### config.mk
export PLATFORM = sky130hd
export DESIGN_NAME = pipelined_subtractor
export DESIGN_NICKNAME = d
export VERILOG_FILES = /design/src/rtl/pipelined_subtractor.sv
export SDC_FILE = /design/constraint.sdc
export NUM_CORES = 2
export LEC_CHECK = 0
export CORE_ASPECT_RATIO = 0.6
export CORE_UTILIZATION = 25
export CTS_BUF_LIST = sky130_fd_sc_hd__clkbuf_2
export CTS_CLUSTER_DIAMETER = 120
export DETAILED_ROUTE_END_ITERATION = 10
export HOLD_SLACK_MARGIN = 0.02
export SLEW_MARGIN = 20
export SYNTH_ARGS = -nofsm -noshare
export SYNTH_HDL_FRONTEND = slang
export SYNTH_SLANG_ARGS = --single-unit
### constraint.sdc
create_clock -name clk -period 5.3 [get_ports clk]
set_clock_uncertainty 0.15 [all_clocks]
set_input_delay 1.06 -clock clk [delete_from_list [all_inputs] [get_ports clk]]
set_output_delay 1.06 -clock clk [all_outputs]
set_load 0.03 [all_outputs]
### src/rtl/pipelined_subtractor.sv
// Multi-cycle WIDTH-bit subtractor: C = A - B - Bin, CHUNK bits per cycle,
// least-significant chunk first, through a single shared chunk subtractor.
// Returns {borrow_out, difference}; the caller decides on modulus add-back.

// One CHUNK-bit subtract slice: {carry, diff} = a + ~b + ~bin, borrow = ~carry.
module chunk_sub #(
  parameter int CHUNK = 128
) (
  input  logic [CHUNK-1:0] a,
  input  logic [CHUNK-1:0] b,
  input  logic             bin,
  output logic [CHUNK-1:0] diff,
  output logic             bout
);
  logic carry;

  // Subtraction as addition of the one's complement plus the inverted borrow.
  always_comb begin
    {carry, diff} = {1'b0, a} + {1'b0, ~b} + {{CHUNK{1'b0}}, ~bin};
  end

  assign bout = ~carry;
endmodule

module pipelined_subtractor #(
  parameter int WIDTH = 384,
  parameter int CHUNK = 128
) (
  input  logic             clk,
  input  logic             rst,
  input  logic             start,
  input  logic             Bin,
  input  logic [WIDTH-1:0] A,
  input  logic [WIDTH-1:0] B,
  output logic [WIDTH:0]   C,
  output logic             done,
  output logic             busy
);
  localparam int NCHUNK = WIDTH / CHUNK;
  localparam int CW     = (NCHUNK > 1) ? $clog2(NCHUNK) : 1;

  typedef enum logic {IDLE, RUN} state_t;

  state_t           state_q, state_d;
  logic [CW-1:0]    cnt_q;
  logic [WIDTH-1:0] a_q, b_q;     // operands, shifted right one chunk per cycle
  logic [WIDTH-1:0] res_q;        // result shift register, chunks enter MSB-side
  logic             borrow_q;     // borrow carried between chunks
  logic [WIDTH:0]   c_q;
  logic             done_q;

  logic [CHUNK-1:0] diff;
  logic             bout;
  logic             last;

  assign last = (cnt_q == CW'(NCHUNK - 1));

  // The only subtractor: always works on the low chunk of the operand shifters.
  chunk_sub #(.CHUNK(CHUNK)) u_sub (
    .a    (a_q[CHUNK-1:0]),
    .b    (b_q[CHUNK-1:0]),
    .bin  (borrow_q),
    .diff (diff),
    .bout (bout)
  );

  // State register; reset wins over any start in the same cycle.
  always_ff @(posedge clk) begin
    if (rst) state_q <= IDLE;
    else     state_q <= state_d;
  end

  // Next state: start is only looked at in IDLE, so a start while busy is dropped.
  always_comb begin
    state_d = state_q;
    case (state_q)
      IDLE:    if (start) state_d = RUN;
      RUN:     if (last)  state_d = IDLE;
      default: state_d = IDLE;
    endcase
  end

  // Outputs: busy follows RUN; the done cycle is already IDLE so they never overlap.
  always_comb begin
    busy = (state_q == RUN);
  end

  // Datapath: latch on start, one chunk per RUN cycle, publish C only at the end.
  always_ff @(posedge clk) begin
    if (rst) begin
      a_q      <= '0;
      b_q      <= '0;
      res_q    <= '0;
      borrow_q <= 1'b0;
      cnt_q    <= '0;
      c_q      <= '0;
      done_q   <= 1'b0;
    end else begin
      done_q <= 1'b0;
      case (state_q)
        IDLE: begin
          if (start) begin
            a_q      <= A;
            b_q      <= B;
            borrow_q <= Bin;
            cnt_q    <= '0;
          end
        end
        RUN: begin
          a_q      <= a_q >> CHUNK;
          b_q      <= b_q >> CHUNK;
          borrow_q <= bout;
          res_q    <= {diff, res_q[WIDTH-1:CHUNK]};
          cnt_q    <= cnt_q + CW'(1);
          if (last) begin
            // Final chunk goes straight to C so partial results never show.
            c_q    <= {bout, diff, res_q[WIDTH-1:CHUNK]};
            done_q <= 1'b1;
            cnt_q  <= '0;
          end
        end
        default: ;
      endcase
    end
  end

  assign C    = c_q;
  assign done = done_q;
endmodule

**Word level (Yosys, flattened, before mapping)**

Index checks and enable logic that the tools add are counted.

- Add/sub/neg operators: 3
- Equality and inequality tests: 2
- Multiplexer cells: 13
- Bitwise gates (word level): 4
- Reduce and logical (&&, ||, !) cells: 2

Operators by type and width:

| kind | count |
|---|---|
| $pmux W384 S2 | 2 |
| $mux W384 | 2 |
| $add A128 B128 Y129 | 1 |
| $add A129 B1 Y129 | 1 |
| $not A128 Y128 | 1 |
| $mux W1 | 4 |
| $mux W2 | 2 |
| $pmux W1 S2 | 2 |
| $pmux W2 S2 | 1 |
| $not A1 Y1 | 3 |
| $add A2 B1 Y2 const B | 1 |
| $eq A2 B2 Y1 const B | 1 |
| $ne A2 B2 Y1 const B | 1 |
| $reduce_and A2 Y1 | 1 |
| $reduce_or A2 Y1 | 1 |

- Register bits: 1,542
- Input bits: 772
- Output and inout bits: 387
- Word-level logic and storage cells: 32

**Longest topological paths before layout**

- Depth after elaboration: 5
- Mapped depth: 13
- Gate-level depth less buffers: 13

**Modules after synthesis**

Synthesis repeated with hierarchy kept, for this count alone.

- Cell total of the unflattened synthesis: 7,102
- Area total of the unflattened synthesis: 68,976.2 sq um

By module, submodules not included:

| module | times used | cells an instance | area each (sq um) | sequential area each (sq um) |
|---|---|---|---|---|
| pipelined_subtractor | 1 | 5,615 | 59,617.2 | 28,307.1 |
| chunk_sub | 1 | 1,487 | 9,359.0 | 0.0 |

**Least setup slack after synthesis**

Ideal clock, no wire load.

- Kind: reg-to-reg
- Start point: reg b_q[0]
- End point: reg c_q[338] (netlist: C[338])
- Library setup time: 0.117 ns
- Arrival: 3.283 ns
- Required time: 5.033 ns
- Path slack: 1.750 ns
- Stages on the path, launching flop included: 14
- Buffers on the path: 0
- Period minus slack after synthesis: 3.550 ns
- Cells stage by stage: dfxtp_1 > inv_1 > fa_1 > fa_1 > a21o_1 > a221o_1 > a21oi_1 > o211ai_4 > a211o_1 > a31o_2 > a31oi_1 > o21ai_1 > xor2_1 > a22o_1

- Longest elaborated chain between the ends: 3

RTL lines:

| element | line | text |
|---|---|---|
| start: declaration | 46 | `logic [WIDTH-1:0] a_q, b_q;` |
| start signal: assignment | 111 | `b_q <= b_q >> CHUNK;` |
| $not A128 Y128 | 19 | `{carry, diff} = {1'b0, a} + {1'b0, ~b} + {{CHUNK{1'b0}}, ~bin};` |
| $add A128 B128 Y129 | 19 |  |
| $add A129 B1 Y129 | 19 |  |
| end signal: assignment | 117 | `c_q <= {bout, diff, res_q[WIDTH-1:CHUNK]};` |
| end: declaration | 49 | `logic [WIDTH:0] c_q;` |

No other way between the ends.
A chain may end at the register's enable or synchronous reset.

**Worst setup path after layout**

- Start point: reg b_q[17]
- End point: reg res_q[307]

- Longest elaborated chain between the ends: 3

RTL lines:

| element | line | text |
|---|---|---|
| $not A128 Y128 | 19 |  |
| $add A128 B128 Y129 | 19 |  |
| $add A129 B1 Y129 | 19 |  |
| end signal: assignment | 113 | `res_q <= {diff, res_q[WIDTH-1:CHUNK]};` |
| end: declaration | 47 | `logic [WIDTH-1:0] res_q;` |

No other way between the ends.

==> impl_metrics.py <==
metrics = {
    "outcome": {
        "status": "completed",
    },
    "placed_design": {
        "detailedPlace.worstSlack_ns": 0.6355,
        "placement.cell_area_sq_mm": 0.07619,
        "globalplace.congestion": 0.9502,
        "place_inst": 10850,
        "dp_hpwl_um": 239500,
        "buffer_ports.inserted": 1158,
    },
    "hold_path": {
        "timing.hold.worst_endpoint": "b_q[151]",
        "min_delay_path_depth": 2,
        "holdCritPathClass": "flip-flop to flip-flop",
        "min-delay-start": "b_q[279]",
    },
    "global_routing": {
        "grt.total_usage_pct": 24.33,
        "grt_first_pass_wirelength_um": 436600,
        "global_route.overflow_total": 0,
        "first_global_vias": 57380,
        "grt_start_max_net_pins": 233,
        "antenna_found_initial": 123,
    },
    "synthesis": {
        "netlist_instances": 6860,
        "synth_top_family_by_area": "compound AO/OA/AOI/OAI gates",
        "yosysSeqAreaShare_pct": 46.07,
        "synthesis.nets": 7761,
        "synth_adder_area_share_pct": 2.651,
        "ys.warnings.count": 0,
        "synth_area_per_cell_sq_um": 8.957,
        "area_of_the_mapped_netlist_sq_mm": 0.06145,
        "yosysUniqueCellTypes": 79,
        "synthArstFlopShare_pct": 0,
        "yosys_register_bits": 1414,
        "synth_edf_count": 0,
        "synth_simple_gate_area_share_pct": 13.38,
        "yosys.area_share.xor_xnor_pct": 1.668,
        "muxShareOfSynthArea_pct": 15.61,
        "synth_compound_gate_area_share_pct": 16.28,
        "synth_top_flop_cell": "sky130_fd_sc_hd__dfxtp_1",
    },
    "sta": {
        "layout_worst_path_cycle_share_pct": 90.43,
        "drv_slew": 0,
        "max_freq_ghz": 0.2086,
        "finalHoldViolations": 0,
        "slew_headroom_pct": 10.74,
        "unrepaired_setup_endpoints_after_global_routing": "false",
        "timing.hold.ws_ns": 0.1635,
        "tns_ns": 0,
        "worst_slack_ns": 0.5070,
        "final-setup-viol-count": 0,
        "min_period_ns": 4.793,
        "timing_worst_slew_pin_value_ns": 1.329,
    },
    "cells_and_area": {
        "finish.net_count": 9606,
        "area_delta_synth_final_pct": 41.62,
        "multi_input_area_sq_mm": 0.03050,
        "fin_cells": 12290,
        "sequential_cell_area_sq_mm": 0.02831,
        "final_layout_fill_cell_count": 24590,
        "post-route-util_pct": 35.74,
        "post-route-cell-area_sq_mm": 0.08702,
        "final_layout_size_suffix_gt1_share_pct": 7.579,
    },
    "cts": {
        "clock-root-buffer": "sky130_fd_sc_hd__clkbuf_2",
        "cts-buffers-inserted": 364,
        "clkSinkCount": 1414,
        "cts_tree": "yes",
        "post_cts_setup_buffer_count": 0,
        "post_cts_hold_buffer_count": 757,
        "cts-root-to-sink-buffers": 4,
        "cts_repair_resize_count": 0,
        "cts_htree_levels": 5,
        "insertion_delay_ns": 1.66,
        "worst_setup_hold_path_clk_slew_ns": 0.11,
    },
    "worst_setup_path": {
        "rrSetupSlack_ns": 0.51,
        "worstPathArrival_ns": 6.15,
        "startpoint_type": "flip-flop",
        "required_ns": 6.66,
        "worst-path-max-fanout": 8,
        "setup.worst_path.class": "flip-flop to flip-flop",
        "cp-end-kind": "flip-flop",
        "regToRegStartpoint": "b_q[17]",
        "rr_endpoint": "res_q[307]",
        "timing.reg2reg.worst_path_depth": 15,
    },
    "die": {
        "num_io_pins": 1159,
        "fp.dieH_um": 386.0,
        "initial_core_util_pct": 25.24,
        "floorplan.die.width_um": 642.0,
        "fp.dieArea_sq_mm": 0.2478,
        "design.core.area_sq_mm": 0.2435,
        "placementRows": 140,
    },
    "detailed_routing": {
        "wl_per_cell_um": 25.76,
        "detail-route-antenna-nets": 0,
        "detail_route.vias_per_cell": 4.876,
        "detail_route.first_pass.iterations": 6,
        "wl_um": 316600,
        "detail_route.drc_violations": 0,
        "detailedRoute.firstIterationViolations": 5137,
        "num_vias": 59920,
    },
    "pwr": {
        "worst_ir_drop_vdd_mv": 0.1521,
        "power-per-cell-area_mw_per_mm2": 302.2,
        "clockPowerShare_pct": 29.1,
        "finalPower_mw": 26.29,
        "leakage_nw": 36.38,
        "swShare_pct": 37.29,
        "switchingPower_mw": 9.805,
        "power.share.combinational_pct": 25.9,
        "p_int_mw": 16.49,
        "share_seq_of_total_power_pct": 45.0,
    },
    "run": {
        "max_cap_viol_count": 0,
    },
}
-- cells in the mapped netlist, drive strengths merged (10+ instances only) --
master / instances / area (sq um)
a221oi: 10 / 87.58
o21a: 21 / 165.1
o21bai: 28 / 210.2
nand3: 28 / 140.1
xnor2: 68 / 595.6
and4: 24 / 210.2
o21ai: 140 / 715.7
o211ai: 13 / 121.4
a22o: 419 / 3670
a31oi: 17 / 112.6
nor2: 1587 / 5957
a21oi: 731 / 3666
inv: 171 / 641.9
o31ai: 15 / 131.4
clkbuf: 397 / 1493
a211oi: 12 / 105.1
or2: 10 / 62.56
mux2i: 958 / 9589
nand2b: 12 / 75.07
a21boi: 16 / 120.1
and3: 10 / 62.56
nor3: 38 / 190.2
nand4: 87 / 544.3
buf: 132 / 531.8
nand2: 171 / 649.4
ha: 127 / 1589
a21o: 45 / 337.8
xor2: 49 / 429.2
dfxtp: 1414 / 28310
nor4: 14 / 87.58
-- metal layers --
layer  track usage (%)  wire, um
met2             35.20    130000
met3             4.658     19540
met4             8.498     11600
met5                 0       221
met1             35.62    155200
-- how the worst max path moves through the flow --
stage / startpoint / end / slack (ns) / cells past startpoint
6_report: b_q[17] / res_q[307] / 0.51 / 15
5_1_grt: busy / busy / 0.44 / 1
4_1_cts: busy / busy / 0.38 / 1
3_5_place_dp: b_q[65] / borrow_q / 0.64 / 12
3_3_place_gp: b_q[65] / borrow_q / 0.59 / 12
2_1_floorplan: b_q[0] / C[338] / 1.75 / 13
-- cells by family after synthesis --
group | count (synthesis)
AO/OA/AOI/OAI | 1529
XOR/XNOR | 117
adder cells (fa/ha/maj) | 129
buffers and inverters | 700
flip-flops | 1414
multiplexers | 958
AND/OR/NAND/NOR | 2013
-- critical path: stages, from the launching register on --
cell and delay [ns]:
sky130_fd_sc_hd__dfxtp_1 0.35, sky130_fd_sc_hd__inv_1 0.16, sky130_fd_sc_hd__ha_1 0.51, sky130_fd_sc_hd__nand4_1 0.41, sky130_fd_sc_hd__nor3_1 0.25, sky130_fd_sc_hd__a211oi_1 0.10, sky130_fd_sc_hd__or2_2 0.34, sky130_fd_sc_hd__a311oi_1 0.36
sky130_fd_sc_hd__buf_4 0.20, sky130_fd_sc_hd__o21ai_1 0.15, sky130_fd_sc_hd__buf_4 0.21, sky130_fd_sc_hd__nand2b_1 0.12, sky130_fd_sc_hd__xor2_1 0.82, sky130_fd_sc_hd__buf_4 0.27, sky130_fd_sc_hd__mux2i_1 0.07, sky130_fd_sc_hd__nor2_1 0.11
-- power by group through the flow --
stage	clock network [mW]	logic (mW)	registers (mW)
2_1_floorplan	0	3.36	11.7
3_3_place_gp	0	6.15	12.1
3_5_place_dp	0	6.12	12.1
4_1_cts	7.90	6.67	11.8
5_1_grt	8.44	7.23	11.9
6_report	7.64	6.81	11.8
-- sequential cells by signal, indices dropped and copies added (netlist names) --
name,count
C,385
a_q,384
b_q,384
borrow_q,1
busy,1
cnt_q,2
done,1
res_q,256
-- final cells by class --
| type | count | area share [%] |
|---|---|---|
| tap | 3266 | 4.696 |
| timing repair buffer | 2008 | 23.23 |
| multi-input combinational | 4746 | 35.05 |
| inverter | 171 | 0.7462 |
| clock buffer | 507 | 2.916 |
| antenna | 91 | 0.2617 |
| sequential | 1414 | 32.53 |
| clock inverter | 86 | 0.5622 |
-- layout by cell type (no fill, tap or decap), types with 13 or more instances in the layout --
master,n
sky130_fd_sc_hd__o21a_1,20
sky130_fd_sc_hd__diode_2,91
sky130_fd_sc_hd__nor4_1,14
sky130_fd_sc_hd__nor2_1,1586
sky130_fd_sc_hd__o21bai_1,28
sky130_fd_sc_hd__clkbuf_2,507
sky130_fd_sc_hd__and4_1,24
sky130_fd_sc_hd__buf_4,66
sky130_fd_sc_hd__nor3_1,38
sky130_fd_sc_hd__dfxtp_1,1413
sky130_fd_sc_hd__o21ai_0,128
sky130_fd_sc_hd__ha_1,127
sky130_fd_sc_hd__a31oi_1,16
sky130_fd_sc_hd__buf_12,27
sky130_fd_sc_hd__xnor2_1,67
sky130_fd_sc_hd__a22o_1,419
sky130_fd_sc_hd__nand3_1,28
sky130_fd_sc_hd__o31ai_1,13
sky130_fd_sc_hd__a21o_1,45
sky130_fd_sc_hd__clkdlybuf4s50_1,1156
sky130_fd_sc_hd__a21oi_1,729
sky130_fd_sc_hd__nand4_1,87
sky130_fd_sc_hd__nand2_1,168
sky130_fd_sc_hd__mux2i_1,958
sky130_fd_sc_hd__clkinv_1,52
sky130_fd_sc_hd__inv_1,170
sky130_fd_sc_hd__dlygate4sd3_1,757
sky130_fd_sc_hd__xor2_1,49
No activity file was read; power rests on OpenSTA's default activity.
